$ cat config.mk
export PLATFORM = sky130hd
export DESIGN_NAME = fetch_stage
export DESIGN_NICKNAME = d
export VERILOG_FILES = /design/src/rtl/fetch_stage.sv
export SDC_FILE = /design/constraint.sdc
export NUM_CORES = 1
export LEC_CHECK = 0
export CAP_MARGIN = 40
export CORE_MARGIN = 2
export CORE_UTILIZATION = 55
export DETAILED_ROUTE_END_ITERATION = 7
export DONT_BUFFER_PORTS = 1
export GPL_TIMING_DRIVEN = 0
export PLACE_DENSITY_LB_ADDON = 0.05
export SETUP_SLACK_MARGIN = 0.3
export SYNTH_ARGS = -nofsm -noshare
export SYNTH_HDL_FRONTEND = slang
export SYNTH_SLANG_ARGS = --single-unit
$ cat constraint.sdc
create_clock -name clk_i -period 6.5 [get_ports clk_i]
set_clock_uncertainty 0.1 [all_clocks]
set_input_delay 1.3 -clock clk_i [delete_from_list [all_inputs] [get_ports clk_i]]
set_output_delay 1.3 -clock clk_i [all_outputs]
set_load 0.01 [all_outputs]
$ cat src/rtl/fetch_stage.sv
// RV32 instruction-fetch stage with IF/ID pipeline register.
// Owns the PC, handshakes with variable-latency imem, absorbs decode stalls and EX redirects.
module fetch_stage #(
    parameter int unsigned         XLEN     = 32,
    parameter logic [XLEN-1:0]     RESET_PC = '0,
    parameter logic [31:0]         NOP_INSN = 32'h0000_0013
) (
    input  logic            clk_i,
    input  logic            rst_i,
    output logic            imem_req_o,
    output logic [XLEN-1:0] imem_addr_o,
    input  logic            imem_ack_i,
    input  logic [31:0]     imem_rdata_i,
    input  logic            stall_i,
    input  logic            branch_taken_i,
    input  logic [XLEN-1:0] branch_target_i,
    output logic            if_valid_o,
    output logic [XLEN-1:0] if_pc_o,
    output logic [31:0]     if_instr_o,
    output logic [6:0]      opcode_o
);

    localparam int unsigned ILEN = 32;

    typedef enum logic [1:0] {
        ST_BOOT  = 2'd0,
        ST_FETCH = 2'd1,
        ST_HOLD  = 2'd2,
        ST_KILL  = 2'd3
    } state_e;

    state_e            state_q, state_d;
    logic [XLEN-1:0]   pc_q, pc_d;
    logic              req_q, req_d;
    logic [XLEN-1:0]   addr_q, addr_d;
    logic [XLEN-1:0]   skid_pc_q, skid_pc_d;
    logic [ILEN-1:0]   skid_instr_q, skid_instr_d;
    logic              if_valid_q, if_valid_d;
    logic [XLEN-1:0]   if_pc_q, if_pc_d;
    logic [ILEN-1:0]   if_instr_q, if_instr_d;

    logic [XLEN-1:0]   target;
    logic [XLEN-1:0]   pc_inc;

    assign target = {branch_target_i[XLEN-1:2], 2'b00};
    assign pc_inc = pc_q + XLEN'(4);

    // Next-state, PC, skid and IF/ID update
    always_comb begin
        state_d      = state_q;
        pc_d         = pc_q;
        skid_pc_d    = skid_pc_q;
        skid_instr_d = skid_instr_q;
        if_valid_d   = if_valid_q;
        if_pc_d      = if_pc_q;
        if_instr_d   = if_instr_q;

        // Flush on redirect, bubble when decode consumed and nothing new arrives
        if (branch_taken_i || !stall_i) begin
            if_valid_d = 1'b0;
            if_instr_d = NOP_INSN;
        end

        unique case (state_q)
            ST_BOOT: begin
                state_d = ST_FETCH;
            end
            ST_FETCH: begin
                if (branch_taken_i) begin
                    pc_d    = target;
                    state_d = imem_ack_i ? ST_FETCH : ST_KILL;
                end else if (imem_ack_i) begin
                    pc_d = pc_inc;
                    if (stall_i) begin
                        skid_pc_d    = pc_q;
                        skid_instr_d = imem_rdata_i;
                        state_d      = ST_HOLD;
                    end else begin
                        if_valid_d = 1'b1;
                        if_pc_d    = pc_q;
                        if_instr_d = imem_rdata_i;
                    end
                end
            end
            ST_HOLD: begin
                if (branch_taken_i) begin
                    pc_d    = target;
                    state_d = ST_FETCH;
                end else if (!stall_i) begin
                    if_valid_d = 1'b1;
                    if_pc_d    = skid_pc_q;
                    if_instr_d = skid_instr_q;
                    state_d    = ST_FETCH;
                end
            end
            ST_KILL: begin
                if (branch_taken_i) begin
                    pc_d = target;
                end
                if (imem_ack_i) begin
                    state_d = ST_FETCH;
                end
            end
            default: begin
                state_d = ST_BOOT;
            end
        endcase

        // KILL keeps presenting the abandoned address until its ack drains
        req_d  = (state_d == ST_FETCH) || (state_d == ST_KILL);
        addr_d = (state_d == ST_FETCH) ? pc_d : addr_q;
    end

    always_ff @(posedge clk_i) begin
        if (rst_i) begin
            state_q      <= ST_BOOT;
            pc_q         <= RESET_PC;
            req_q        <= 1'b0;
            addr_q       <= RESET_PC;
            skid_pc_q    <= '0;
            skid_instr_q <= NOP_INSN;
            if_valid_q   <= 1'b0;
            if_pc_q      <= '0;
            if_instr_q   <= NOP_INSN;
        end else begin
            state_q      <= state_d;
            pc_q         <= pc_d;
            req_q        <= req_d;
            addr_q       <= addr_d;
            skid_pc_q    <= skid_pc_d;
            skid_instr_q <= skid_instr_d;
            if_valid_q   <= if_valid_d;
            if_pc_q      <= if_pc_d;
            if_instr_q   <= if_instr_d;
        end
    end

    assign imem_req_o  = req_q;
    assign imem_addr_o = addr_q;
    assign if_valid_o  = if_valid_q;
    assign if_pc_o     = if_pc_q;
    assign if_instr_o  = if_instr_q;
    assign opcode_o    = if_instr_q[6:0];

endmodule

==> summary.txt <==
Clocking
  – Hold Buf Count CTS: 0
  – Root buffer cell: clkbuf_16
  – Post-CTS Setup Bufs: 0
  – CTS Buf Count: 17
  – Clock transition at the registers of the reported paths: around 0.07 ns
  – Post-CTS Resized: 0
  – Clock latency on the worst-skew pair: roughly 0.43 ns
  – Clk buf depth: 2
  – H-tree Lvls: 4
  – CTS Sinks: 196
  – CTS tree: built

Floorplanning
  – Die Width: ~130 µm
  – I/O Pins: 174
  – Initial Utilization: roughly 56%
  – Row Count: 46
  – Die Span Y: roughly 130 µm
  – Die area: around 0.017 mm²
  – Core area: roughly 0.016 mm²

Logic synthesis
  – Synth Instances: ~1100
  – Top_reg_cell synth: dfxtp_1
  – Yosys warns: 0
  – Library cells used by synthesis: 58
  – Synth area leader: dfxtp_1
  – #FFs+latches synth: 196
  – FFs w/ async S/R, synth: 0%
  – Register area share after synthesis: between 40% and 50%
  – Syn_area_per_cell: between 7 and 8 µm²
  – Post-synth EDFFs: 0
  – Synth area leaders: dfxtp_1 45%, a21oi_1 11%, nand2_1 7.3%
  – Share of the synthesized area in the top cell type: between 40% and 50%
  – Mapped cell area: approximately 0.009 mm²
  – Post-Syn Nets: around 1200

Detailed routing
  – Avg Vias per Cell: 6.03
  – Drt first-iter violations: slightly above 600
  – DRC Markers: 0
  – Routed wire length: ~27 mm
  – Detail Route Antenna Nets: 0
  – Vias: between 8000 and 9000
  – TritonRoute pass-1 iters: 5
  – WL per Instance: about 20 µm

Placement
  – I/O Buffers: 0
  – Post-DP HPWL: between 15 and 20 mm
  – GPL Wtd Cong: roughly 1

Setup path
  – Worst reg2reg path startpoint: state_q[0]$_SDFF_PP0_
  – Reg2Reg Depth: 9
  – CP Depth: 7
  – CP top delay family: buffers and inverters
  – CP most frequent cell: clkbuf_1
  – CP Capture Type: register
  – Setup CP Type: in2reg
  – Worst r2r dst: imem_addr_o[14]$_SDFFE_PP0N_
  – Critical path launch point type: primary input
  – Crit path from: imem_ack_i
  – Crit Path Max Fanout: 10
  – Buf+Inv Stages, Crit Path: 3
  – Slowest CP cell: clkbuf_1
  – Reg2Reg Setup Slack: approximately 3.2 ns
  – CP arrival: 3.64 ns
  – Max stage delay on crit path: 0.54 ns
  – Worst setup path end: imem_addr_o[20]$_SDFFE_PP0N_
  – Cell-by-cell listing of the critical path: clkbuf_1 -> a221oi_1 -> nor2_1 -> a21o_1 -> clkbuf_1 -> buf_1 -> a21oi_1
  – Data required, critical path: approximately 6.7 ns

Power and ir drop
  – Pwr Density: around 280 mW/mm²
  – Leakage: roughly 3.1 nW
  – Max VDD drop: approximately 0.19 mV

Layout
  – Antenna cells: 0
  – Nets@finish: about 1200
  – Final core occ: between 60% and 70%
  – Layout cells sized above 1: 4.59%
  – P&R area growth vs syn: 10.2%
  – Fillers: 1468

Worst hold path
  – Worst min path class: reg2reg
  – Hold Path Origin: skid_instr_q[6]$_SDFFE_PP0P_

Global route
  – Antenna violations before repair: 0
  – First-pass GRT wire length: just over 40 mm
  – Pin count of the biggest net entering global routing: 18
  – GRT Total Usage: 31.7%
  – GR Overflow Total: 0
  – Vias in the first global route: between 7000 and 8000

STA
  – Final Max Tran Viols: 0
  – Fin crit period: between 3 and 4 ns
  – Final period util: a little over half
  – Fmax achieved: 291 MHz
  – Final Hold Viols: 0
  – RSZ-0062 raised after global routing: false
  – Worst-Margin Slew: roughly 0.95 ns
  – Setup tns final: 0 ns
  – Hold WS: 0.353 ns
  – Setup-violating endpoint count in the final report: 0
  – Rel. slew slack: between 30% and 40%

Outcome
  – Outcome: completed

Flow run
  – Max-cap violations: 0
worst min-delay path by stage:
stage / endpoint / depth (start not counted)
2_1_floorplan: skid_instr_q[0]$_SDFFE_PP1P_ / 2
3_5_place_dp: skid_pc_q[13]$_SDFFE_PP0P_ / 2
5_1_grt: skid_pc_q[19]$_SDFFE_PP0P_ / 2
6_report: skid_instr_q[6]$_SDFFE_PP0P_ / 2
4_1_cts: skid_pc_q[20]$_SDFFE_PP0P_ / 2
3_3_place_gp: skid_instr_q[10]$_SDFFE_PP0P_ / 2
worst register-to-register path, delay by kind of cell, from the launching register on:
kind            cells  cell delay (ns)
flops               1             0.43
simple gates        1             0.73
buf+inv             3             0.84
compound gates      4             0.93
fa+ha+maj           1             0.19
registers in the layout, summed over array words and instances (netlist names):
name	count
if_instr_o	32
if_pc_o	32
if_valid_o	1
imem_addr_o	32
imem_req_o	1
pc_q	32
skid_instr_q	32
skid_pc_q	32
state_q	2
cells in the mapped netlist, types with 3 or more instances:
master,count
dfxtp_1,196
a21oi_1,188
nand2_1,170
nor2_1,137
clkbuf_1,79
o21ai_0,40
a211oi_1,37
nor3_1,37
mux2i_1,36
nand3_1,20
nand4_1,17
and3_1,14
inv_1,12
o22ai_1,10
buf_1,9
a31oi_1,8
buf_4,7
a22o_1,6
a22oi_1,6
nand2b_1,6
and2_1,5
ha_1,5
nor4_1,4
o221ai_1,4
a221oi_1,3
a311o_1,3
a311oi_1,3
a32oi_1,3
and4_1,3
clkbuf_2,3
nand3b_1,3
nor4_2,3
o21a_1,3
o21ai_1,3
o31ai_1,3
per-stage QoR:
| stage | cell area, µm² | worst slack (ns) | std cells | power (W) |
|---|---|---|---|---|
| 5_1_grt | 9640 | 2.96 | 1370 | 0.00279 |
| 3_3_place_gp | 9020 | 2.70 | 1338 | 0.00160 |
| 2_1_floorplan | 8750 | 3.49 | 1122 | 0.00151 |
| 3_5_place_dp | 9020 | 2.71 | 1338 | 0.00160 |
| 6_report | 9640 | 3.06 | 1370 | 0.00271 |
| 4_1_cts | 9640 | 3.14 | 1370 | 0.00271 |
power breakdown:
part / switching (W) / internal [W] / total (W) / leakage, nW
clock network: 0.000491 / 0.000635 / 0.00113 / 0.300
registers: 0.0000491 / 0.00124 / 0.00129 / 1.59
logic: 0.000209 / 0.0000832 / 0.000293 / 1.24
cells by family (layout without fill, tap and decap cells):
logic type / Yosys count / after routing / synth area share (%)
and+or+nand+nor: 431 / 431 / 22.0
adders and majority gates: 5 / 5 / 0.715
buffers and inverters: 114 / 146 / 5.26
AOI/OAI and AO/OA: 339 / 339 / 23.0
xor gates and xnor gates: 1 / 1 / 0.100
muxes: 36 / 36 / 4.12
DFF: 196 / 196 / 44.8
area by class of cell:
cell class | instances | area (µm²) | area share (%)
flip-flops and latches | 196 | 3920 | 40.7
clock buffers | 20 | 457 | 4.74
plain buffers | 100 | 408 | 4.23
clock inverters | 12 | 165 | 1.71
well taps | 216 | 270 | 2.80
multi-input cells | 812 | 4370 | 45.3
inverters | 14 | 52.6 | 0.545
metal layers:
metal	up-vias	part of all wire, %	GRT usage [%]	wire length [µm]
li1	3994	-	-	-
met1	3813	44	44.1	12000
met2	391	43	47.6	11800
met3	57	10	9.64	2770
met4	0	2.5	9.17	686
met5	-	0	0	0
layout by cell type, fill, tap and decap left out, types with 7 or more instances in the layout:
cell type / instances
mux2i_1: 36
nor2_1: 137
nand2_1: 170
buf_4: 7
nand4_1: 17
a31oi_1: 8
a21oi_1: 188
dfxtp_1: 196
a211oi_1: 37
clkbuf_1: 80
nand3_1: 20
clkbuf_16: 17
o22ai_1: 10
inv_1: 12
nor3_1: 37
and3_1: 14
o21ai_0: 40
buf_1: 9
Power figures use the tool's default switching activity.
